<file path="src/rtl/glue_pkg.sv">
// Shared definitions for the 68000 glue logic.
//   state_e        : bus-cycle controller states
//   region_e       : decoded target of a CPU bus cycle
//   *_BASE/*_LIMIT : byte-address bounds of the mapped regions
//   FC_IACK        : function code of an interrupt-acknowledge cycle
//   decode_region(): maps (fc, A[23:1]) onto a region
package glue_pkg;

  typedef enum logic [1:0] {
    IDLE,
    DECODE,
    WAIT,
    TERM
  } state_e;

  typedef enum logic [2:0] {
    NONE,
    ROM,
    RAM,
    IO,
    IACK
  } region_e;

  // Byte addresses. ROM starts at 0 and IO runs to the top of the 24-bit
  // space, so only the bounds that can actually exclude an address are kept.
  localparam logic [23:0] ROM_LIMIT = 24'h0F_FFFF;
  localparam logic [23:0] RAM_BASE  = 24'h10_0000;
  localparam logic [23:0] RAM_LIMIT = 24'h7F_FFFF;
  localparam logic [23:0] IO_BASE   = 24'hFF_FE00;

  localparam logic [2:0] FC_IACK = 3'b111;

  function automatic region_e decode_region(input logic [2:0]  fc,
                                            input logic [22:0] addr);
    logic [23:0] byte_addr;
    byte_addr = {addr, 1'b0};
    // An interrupt acknowledge overrides the memory map entirely.
    if (fc == FC_IACK)                                        return IACK;
    else if (byte_addr <= ROM_LIMIT)                          return ROM;
    else if (byte_addr >= RAM_BASE && byte_addr <= RAM_LIMIT) return RAM;
    else if (byte_addr >= IO_BASE)                            return IO;
    else                                                      return NONE;
  endfunction

endpackage

</file>
<file path="src/rtl/bus_watchdog.sv">
// Down-counter that bounds how long a slave may take to answer.
//   clk, reset_n : clock, asynchronous active-low reset (count -> 0)
//   load, value  : load the counter with value (load wins over run)
//   run          : decrement by one per cycle, stopping at zero
//   expired      : counter currently at zero
module bus_watchdog #(
  parameter int unsigned WIDTH = 8
) (
  input  logic             clk,
  input  logic             reset_n,
  input  logic             load,
  input  logic [WIDTH-1:0] value,
  input  logic             run,
  output logic             expired
);

  logic [WIDTH-1:0] count_q, count_d;

  // NOTE: every variable assigned in always_comb gets a default first, so
  // no path through the block can leave it unassigned and infer a latch.
  always_comb begin
    count_d = count_q;
    if (load)
      count_d = value;
    else if (run && count_q != '0)
      count_d = count_q - 1'b1;
  end

  // NOTE: state registers use non-blocking assignments so every flop
  // samples its pre-edge inputs, independent of statement order.
  always_ff @(posedge clk or negedge reset_n) begin
    if (!reset_n) count_q <= '0;
    else          count_q <= count_d;
  end

  assign expired = (count_q == '0);

endmodule

</file>
<file path="src/rtl/bus_ctrl.sv">
// 68000 bus-cycle controller: decodes each CPU cycle into one slave enable,
// converts CPU strobes to active-high slave strobes and terminates the cycle
// with DTACK, BERR (slave error, unmapped, watchdog) or VPA (IACK).
//   clk, reset_n                   : clock, asynchronous active-low reset
//   as_n, rw, uds_n, lds_n, fc     : CPU bus-cycle controls
//   addr                           : CPU A[23:1]
//   dtack_n, berr_n                : shared slave terminations (active low)
//   rom_en, ram_en, io_en          : slave selects, one-hot or all zero
//   write, uds, lds                : slave strobes, active high
//   io_addr                        : A[8:1] for the I/O port (combinational)
//   cpu_dtack_n/berr_n/vpa_n       : CPU terminations (active low)
module bus_ctrl
  import glue_pkg::*;
#(
  parameter int unsigned TIMEOUT = 64
) (
  input  logic        clk,
  input  logic        reset_n,
  input  logic        as_n,
  input  logic        rw,
  input  logic        uds_n,
  input  logic        lds_n,
  input  logic [2:0]  fc,
  input  logic [22:0] addr,
  input  logic        dtack_n,
  input  logic        berr_n,
  output logic        rom_en,
  output logic        ram_en,
  output logic        io_en,
  output logic        write,
  output logic        uds,
  output logic        lds,
  output logic [7:0]  io_addr,
  output logic        cpu_dtack_n,
  output logic        cpu_berr_n,
  output logic        cpu_vpa_n
);

  localparam logic [7:0] TIMEOUT_M1 = 8'(TIMEOUT - 1);

  state_e  state_q, state_d;
  region_e region;

  logic rom_en_q, rom_en_d, ram_en_q, ram_en_d, io_en_q, io_en_d;
  logic write_q, write_d, uds_q, uds_d, lds_q, lds_d;
  logic dtack_n_q, dtack_n_d, berr_n_q, berr_n_d, vpa_n_q, vpa_n_d;
  logic wd_load, wd_run, wd_expired;

  assign region = decode_region(fc, addr);

  bus_watchdog #(.WIDTH(8)) u_watchdog (
    .clk     (clk),
    .reset_n (reset_n),
    .load    (wd_load),
    .value   (TIMEOUT_M1),
    .run     (wd_run),
    .expired (wd_expired)
  );

  assign wd_run = (state_q == WAIT);

  always_comb begin
    state_d   = state_q;
    rom_en_d  = rom_en_q;
    ram_en_d  = ram_en_q;
    io_en_d   = io_en_q;
    write_d   = write_q;
    uds_d     = uds_q;
    lds_d     = lds_q;
    dtack_n_d = dtack_n_q;
    berr_n_d  = berr_n_q;
    vpa_n_d   = vpa_n_q;
    wd_load   = 1'b0;

    unique case (state_q)
      IDLE: begin
        if (!as_n) state_d = DECODE;
      end

      DECODE: begin
        if (as_n) begin
          state_d = IDLE;
        end else begin
          write_d = ~rw;
          uds_d   = ~uds_n;
          lds_d   = ~lds_n;
          unique case (region)
            IACK: begin state_d = TERM; vpa_n_d  = 1'b0; end
            NONE: begin state_d = TERM; berr_n_d = 1'b0; end
            ROM:  begin state_d = WAIT; rom_en_d = 1'b1; wd_load = 1'b1; end
            RAM:  begin state_d = WAIT; ram_en_d = 1'b1; wd_load = 1'b1; end
            IO:   begin state_d = WAIT; io_en_d  = 1'b1; wd_load = 1'b1; end
            default: state_d = IDLE;
          endcase
        end
      end

      WAIT: begin
        // Priority: abort, slave BERR, slave DTACK, then watchdog. A slave
        // answering on the expiry edge therefore beats the watchdog.
        if (as_n) begin
          state_d = IDLE;
        end else if (!berr_n) begin
          state_d  = TERM;
          berr_n_d = 1'b0;
        end else if (!dtack_n) begin
          state_d   = TERM;
          dtack_n_d = 1'b0;
        end else if (wd_expired) begin
          state_d  = TERM;
          berr_n_d = 1'b0;
        end
      end

      TERM: begin
        if (as_n) state_d = IDLE;
      end

      default: state_d = IDLE;
    endcase

    // Whatever the path into IDLE (end of cycle or abort), every output
    // releases on that same edge.
    if (state_d == IDLE) begin
      rom_en_d  = 1'b0;
      ram_en_d  = 1'b0;
      io_en_d   = 1'b0;
      write_d   = 1'b0;
      uds_d     = 1'b0;
      lds_d     = 1'b0;
      dtack_n_d = 1'b1;
      berr_n_d  = 1'b1;
      vpa_n_d   = 1'b1;
    end
  end

  always_ff @(posedge clk or negedge reset_n) begin
    if (!reset_n) begin
      state_q   <= IDLE;
      rom_en_q  <= 1'b0;
      ram_en_q  <= 1'b0;
      io_en_q   <= 1'b0;
      write_q   <= 1'b0;
      uds_q     <= 1'b0;
      lds_q     <= 1'b0;
      dtack_n_q <= 1'b1;
      berr_n_q  <= 1'b1;
      vpa_n_q   <= 1'b1;
    end else begin
      state_q   <= state_d;
      rom_en_q  <= rom_en_d;
      ram_en_q  <= ram_en_d;
      io_en_q   <= io_en_d;
      write_q   <= write_d;
      uds_q     <= uds_d;
      lds_q     <= lds_d;
      dtack_n_q <= dtack_n_d;
      berr_n_q  <= berr_n_d;
      vpa_n_q   <= vpa_n_d;
    end
  end

  assign rom_en      = rom_en_q;
  assign ram_en      = ram_en_q;
  assign io_en       = io_en_q;
  assign write       = write_q;
  assign uds         = uds_q;
  assign lds         = lds_q;
  assign cpu_dtack_n = dtack_n_q;
  assign cpu_berr_n  = berr_n_q;
  assign cpu_vpa_n   = vpa_n_q;
  assign io_addr     = addr[7:0];

endmodule

</file>
<file path="config.mk">
export PLATFORM = sky130hd
export DESIGN_NAME = bus_ctrl
export DESIGN_NICKNAME = d
export VERILOG_FILES = /design/src/rtl/glue_pkg.sv /design/src/rtl/bus_watchdog.sv /design/src/rtl/bus_ctrl.sv
export SDC_FILE = /design/constraint.sdc
export NUM_CORES = 1
export LEC_CHECK = 0
export CORE_MARGIN = 2
export CORE_UTILIZATION = 39
export DETAILED_ROUTE_END_ITERATION = 16
export GPL_ROUTABILITY_DRIVEN = 0
export GPL_TIMING_DRIVEN = 0
export PLACE_DENSITY_LB_ADDON = 0.1
export RECOVER_POWER = 50
export SLEW_MARGIN = 5
export SYNTH_ARGS = -nofsm -noshare
export SYNTH_HDL_FRONTEND = slang
export SYNTH_SLANG_ARGS = --single-unit
</file>
<file path="constraint.sdc">
create_clock -name clk -period 2.22 [get_ports clk]
set_input_delay 0.444 -clock clk [delete_from_list [all_inputs] [get_ports clk]]
set_output_delay 0.444 -clock clk [all_outputs]
set_load 0.03 [all_outputs]
</file>
==> summary.md <==
STA classifies the critical path endpoint as a primary output. The first-pass GRT wire length is 4070 µm. After synthesis, the cell types taking the most area are sky130_fd_sc_hd__dfrtp_1 39%, sky130_fd_sc_hd__dfstp_2 7.7%, sky130_fd_sc_hd__buf_4 5.9%. The maximum level of the CTS H-tree was 1. The logs give 0 for the count of maximum capacitance violations and 143 for the total nets after synthesis. During placement, the flow inserted port buffers numbering 42.

The site row count was 18. Yosys mapped the design onto 36 distinct sky130hd cell types. Number of enable flip-flop cells after synthesis: 0. Based on the critical path, the design can be clocked at up to 0.501 GHz. The tree built by TritonCTS fans out to 19 sinks. Global routing finished with a remaining overflow of 0. The logs give 0.440 for the worst-case headroom to the max-slew limit and 972 for the number of vias in the routed layout. The vertical die dimension was 55.3 µm.

The tools report the number of nets still failing antenna checks after routing as 0. The slowest cell on the critical path is sky130_fd_sc_hd__clkdlybuf4s50_1. The final layout contains 190 nets. A synthesized cell averages 9.59 µm². The number of register bits inferred by synthesis works out to 19. The run gives 2480 µm² as the total core area.

The data required time of the critical path was 1.78 ns; the share of total power in the clock network was 0.198. The run finished with clean final reports. The run gives 0.477 as the sequential cell fraction of total power. The fraction of synthesis flops using an asynchronous set or reset pin works out to 1.00. Dividing the detail-routed via count by the number of cells gives 5.31.

The tools report the starting utilization of the core area as 0.414. Setup repair after global routing left no endpoint under its margin. The die outline area is 3060 µm². The number of hold buffers added after CTS was 0. The worst setup path is launched from a flop. The mapped cell area came out at 1030 µm².

Among all flip-flop cells after synthesis, the most frequent one is sky130_fd_sc_hd__dfrtp_1. For this run, design rule violations remaining after detail routing come to 0. The number of standard cells after synthesis came out at 107. The fraction of layout cells with a size suffix above 1 is 0.118, and the number of optimization iterations in the first detailed-route pass is 4. For this design the static power due to leakage is 0.000597 µW. Post-detailed-placement cell area: 1480 µm².

Kind of critical path: reg2out. The slew of the pin with the lowest slew margin was 0.837 ns; the delay of the slowest cell on the worst path was 0.67 ns. Summed over all nets, the switching power comes to 319 µW. The tree is rooted in a sky130_fd_sc_hd__clkbuf_4. The run gives 3 as the TritonCTS buffer count.

The number of DRC markers after the initial detailed-route iteration is 27. Clock skew on the completed layout was measured at 0.0120 ns. The post-layout utilization of the core is 0.613. The final number of max-transition violations came out at 0.

The number of antenna violations at the first check in global routing was 0; the final design instance area without fill was 1520 µm². The clock-pin slew reported for the worst setup and hold paths after clock tree synthesis was 0.12 ns. At the later pin of the worst-skew pair, clock insertion delay measures 0.32 ns. The worst supply voltage drop on vdd was 0.537 mV. Horizontal die dimension: 55.3 µm. Setup violations remaining at the end of the flow were counted as 0. During synthesis, Yosys emitted a total of 0 warnings. Cell internal power was estimated by the tool at 613 µW. The clock passes through at most 2 buffers.

At the worst endpoint, the arrival time is 1.55 ns. The switching fraction of total power is 0.342. After layout, the minimum clock period comes to 2.00 ns. Entering global routing, the biggest net connects 20 pins. The run gives 1920 µm as the half-perimeter wire length after placement.

The fill cell total of the finished layout came out at 210. The fraction of post-synthesis cell area in the top cell type by area is 0.390. The number of top-level pins was 51. The per-cell routed wire length came out at 13.4 µm.

Largest fanout on the critical path: 3. Compared with the post-synthesis result, the final layout area differs by 48.0%. The aggregate global-route resource usage is 0.164, and the total length of routed wires is 2450 µm. Summed over all instances, the cell type with the most area after synthesis is sky130_fd_sc_hd__dfrtp_1.

The via count of the first global-routing pass was 941; the portion of the clock cycle consumed by the worst path in the final layout was 0.899. The number of buffers and inverters on the critical path came out at 1. The number of inserted diodes is 0. The run gives 0.324 as the share of power burned in combinational logic. The portion of the post-synthesis area used by sequential elements was 0.467; the power per unit of standard cell area was 613 nW/µm². The signal on the critical path passes through clkdlybuf4s50_1. The cell class contributing the biggest share of worst-path delay is buffers and inverters. Worst hold-check path type: reg2reg.

The number of hold violations in the final report came out at 0. TritonCTS built the clock tree.
==> per-stage QoR <==
stage	std cells	TNS [ns]	hold WS (ns)	power, µW	setup slack [ns]
after global placement	179	-0.563	0.475	738	-0.142
after detailed placement	179	-1.34	0.486	753	-0.229
after floorplan	107	0	0.148	627	0.544
after global routing	183	0	0.537	982	0.194
after CTS	183	0	0.501	937	0.0934
final	183	0	0.497	932	0.225
==> sequential cells by signal, summed over array words and instances (netlist names) <==
name / cells
rom_en: 1
state_q: 2
ram_en: 1
u_watchdog.count_q: 8
cpu_berr_n: 1
cpu_vpa_n: 1
io_en: 1
uds: 1
cpu_dtack_n: 1
lds: 1
write: 1
==> worst paths after layout <==
check / start / endpoint / slack, ns / cells past startpoint
worst max-delay path: cpu_berr_n$_DFFE_PN1P_ / cpu_berr_n / 0.22 / 1
worst min register to register: cpu_dtack_n$_DFFE_PN1P_ / cpu_dtack_n$_DFFE_PN1P_ / 0.50 / 2
min in group asynchronous: reset_n / io_en$_DFFE_PN0P_ / 0.66 / 1
worst min-delay path: cpu_dtack_n$_DFFE_PN1P_ / cpu_dtack_n$_DFFE_PN1P_ / 0.50 / 2
max in group asynchronous: reset_n / u_watchdog.count_q[0]$_DFFE_PN0P_ / 1.04 / 1
worst max register to register: state_q[1]$_DFF_PN0_ / u_watchdog.count_q[1]$_DFFE_PN0P_ / 0.38 / 5
==> cells in the final DEF, fill, tap and decap left out, drive strengths merged, types with 2 or more instances in the layout <==
| cell type | count |
|---|---|
| clkdlybuf4s50 | 38 |
| dfrtp | 16 |
| nor2 | 14 |
| nand2 | 8 |
| buf | 8 |
| a21oi | 7 |
| clkbuf | 5 |
| nand2b | 4 |
| nand4 | 4 |
| xnor2 | 4 |
| dlygate4sd3 | 4 |
| or3 | 3 |
| dfstp | 3 |
| nor4 | 3 |
| inv | 2 |
| nand3 | 2 |
| nor2b | 2 |
| a211oi | 2 |
| a21o | 2 |
| o211ai | 2 |
| o21ai | 2 |
| ha | 2 |
==> logic make-up after synthesis <==
kind of cell             share of synthesized area
XOR/XNOR                                    0.0341
flip-flops                                   0.467
AND/OR/NAND/NOR                              0.266
buffers and inverters                       0.0732
adder cells (fa/ha/maj)                     0.0244
AO/OA/AOI/OAI                                0.135
==> power by group through the flow <==
stage	registers, µW	logic [µW]	clock network [µW]
after global placement	446	292	0
after global routing	452	333	197
after floorplan	454	173	0
final	445	302	185
after CTS	443	306	188
after detailed placement	450	303	0
==> per-layer routing <==
metal	vias to the layer above	global-route usage	share of wire
li1	472	-	-
met1	447	0.193	0.42
met2	48	0.279	0.46
met3	5	0.0445	0.093
met4	0	0.0732	0.020
met5	-	0	0
==> cells in the mapped netlist, types with 2 or more instances <==
cell type / instances
sky130_fd_sc_hd__nor2b_1: 2
sky130_fd_sc_hd__o21ai_0: 2
sky130_fd_sc_hd__dfrtp_1: 16
sky130_fd_sc_hd__dfstp_2: 3
sky130_fd_sc_hd__nand2_1: 8
sky130_fd_sc_hd__nor2_1: 14
sky130_fd_sc_hd__or3_1: 3
sky130_fd_sc_hd__o211ai_1: 2
sky130_fd_sc_hd__nor4_1: 2
sky130_fd_sc_hd__clkbuf_1: 2
sky130_fd_sc_hd__nand2b_1: 4
sky130_fd_sc_hd__ha_1: 2
sky130_fd_sc_hd__xnor2_1: 4
sky130_fd_sc_hd__nand4_1: 4
sky130_fd_sc_hd__inv_1: 2
sky130_fd_sc_hd__a21oi_1: 7
sky130_fd_sc_hd__buf_4: 8
sky130_fd_sc_hd__nand3_1: 2
sky130_fd_sc_hd__a21o_1: 2
sky130_fd_sc_hd__a211oi_1: 2
==> timing repair <==
item | 4_1_cts | 5_1_grt
hold endpoints to repair | 0 | 0
setup buffers | 0 | 0
gates resized for setup | 0 | 1
setup endpoints to repair | 0 | 6
==> layout make-up <==
class / count / area, µm² / share of cell area
Tap cell: 30 / 37.5 / 0.0247
Multi-Input combinational cell: 76 / 479 / 0.315
Clock inverter: 1 / 5.00 / 0.00329
Inverter: 2 / 7.51 / 0.00494
Sequential cell: 19 / 479 / 0.315
Timing Repair Buffer: 42 / 420 / 0.277
Buffer: 10 / 67.6 / 0.0445
Clock buffer: 3 / 22.5 / 0.0148
No activity file was read; power rests on OpenSTA's default activity.
==> RTL change: new RTL, same flow settings <==
`WIDTH` is set to 8 in 2 places; all go to 12.
--- a/src/rtl/bus_watchdog.sv
+++ b/src/rtl/bus_watchdog.sv
@@ -4,7 +4,7 @@
 //   run          : decrement by one per cycle, stopping at zero
 //   expired      : counter currently at zero
 module bus_watchdog #(
-  parameter int unsigned WIDTH = 8
+  parameter int unsigned WIDTH = 12
 ) (
   input  logic             clk,
   input  logic             reset_n,
--- a/src/rtl/bus_ctrl.sv
+++ b/src/rtl/bus_ctrl.sv
@@ -48,7 +48,7 @@
 
   assign region = decode_region(fc, addr);
 
-  bus_watchdog #(.WIDTH(8)) u_watchdog (
+  bus_watchdog #(.WIDTH(12)) u_watchdog (
     .clk     (clk),
     .reset_n (reset_n),
     .load    (wd_load),
Behaviour: same outputs for any inputs over 10 cycles, from zero or initial values and one cycle with reset_n low; that may be too few to reach the edited logic, so the function may still have changed.
==> RTL change against the unedited design <==
- synthesized area increased by 25%
- setup slack got worse by 0.075 ns
- power increased by 12%
- critical path type is now flop to flop
- sequential share of layout area increased by 0.76 points
- register-to-register slack got worse by 0.23 ns
- utilization decreased by 3.1 points
- first-iteration DRC count increased by 120%
- design area increased by 18%
- clock skew decreased by 0.0049 ns
- sequential cell count increased by 4
- wire length increased by 17%
- count of clock-buffer cells in the layout increased by 1
==> RTL change: results <==
global_route:
  grt_max_degree: 24
  grt_usage: 0.170
worst_setup_path:
  critPathArrivalTime_ns: 2.31
  regToRegStartpoint: "u_watchdog.count_q[0]$_DFFE_PN0P_"
  r2r_cells: 7
  crit_family: "simple AND/OR/NAND/NOR gates"
  r2r-end: "u_watchdog.count_q[9]$_DFFE_PN0P_"
  critPathMaxFanout: 6
  max_stage_delay_ns: 0.60
  crit_path_top_delay_cell: "or4_2"
  rrSetupSlack_ns: 0.15
sta:
  post-route-period-util: 0.932
  whs_ns: 0.453
  worst_clock_skew_ns: 0.00714
  max_slew_margin: 0.295
finish:
  drive_above_1_share: 0.175
  fin_nets: 213
  reg_top3: "u_watchdog.count_q: 12 flops, state_q: 2 flops"
route:
  viasPerCell: 5.15
  drt_iter0_markers: 59
  routed_wl_um: 2860
placed_design:
  post-place-cells: 215
  dpl_cell_area_mm2: 0.00174
  dp_hpwl_um: 2210
hold_path:
  hold_depth: 3
  whs_endpoint: "u_watchdog.count_q[8]$_DFFE_PN0P_"
  hold_class: "input port to flop"
logic_synthesis:
  syn_nets: 165
  avgSynthCellArea_um2: 9.83
  ys_seq_area_frac: 0.453
  synth_cell_type_count: 38
  yosys-top-cells-area: "dfrtp_1 39%, dfstp_2 6.2%, a21oi_1 4.7%, buf_4 4.7%, nor2_1 3.5%"
pwr:
  clock_power_w: 0.000192
outcome:
  status: "finished clean"
RTL change: changes by cell type in the layout (fill, tap and decap cells not counted), moves of 3 or more:
cell / before / now
a21oi_1: 7 / 12
dfrtp_1: 16 / 20
inv_1: 2 / 6
nand2_1: 8 / 4
o21ai_0: 2 / 5
o31ai_1: 1 / 4
or4_2: 0 / 3
xnor2_1: 4 / 1
RTL change: kinds of logic (layout without fill, tap and decap cells):
family / after synthesis / count (layout) / synth area share
xor+xnor: 3 / 3 / 0.0206
fa+ha+maj: 1 / 1 / 0.00979
compound gates: 31 / 31 / 0.172
buf+inv: 19 / 66 / 0.0921
simple gates: 53 / 53 / 0.252
flops: 23 / 23 / 0.453
RTL change: how the worst max path moves through the flow:
stage                                            from                                 to  slack (ns)
finish              u_watchdog.count_q[0]$_DFFE_PN0P_  u_watchdog.count_q[9]$_DFFE_PN0P_        0.15
global route        u_watchdog.count_q[0]$_DFFE_PN0P_  u_watchdog.count_q[9]$_DFFE_PN0P_        0.02
CTS                 u_watchdog.count_q[0]$_DFFE_PN0P_             cpu_berr_n$_DFFE_PN1P_      -0.001
detailed placement                           addr[21]  u_watchdog.count_q[1]$_DFFE_PN0P_       -0.04
global placement                             addr[20]  u_watchdog.count_q[1]$_DFFE_PN0P_        0.01
floorplan           u_watchdog.count_q[0]$_DFFE_PN0P_             cpu_berr_n$_DFFE_PN1P_        0.18
RTL change: metal layers:
layer	GRT usage	up-vias	wire length (µm)
li1	-	567	-
met3	0.0546	2	157
met4	0.0497	0	15
met1	0.208	543	1250
met2	0.286	27	1440
met5	0	-	0
RTL change: area by class of cell:
type	instances	area, µm²
inverters	6	22.5
clock buffers	4	26.3
flip-flops and latches	23	579
well taps	44	55.1
plain buffers	13	95.1
multi-input cells	88	589
repair buffers	43	425
fillers	285	1280
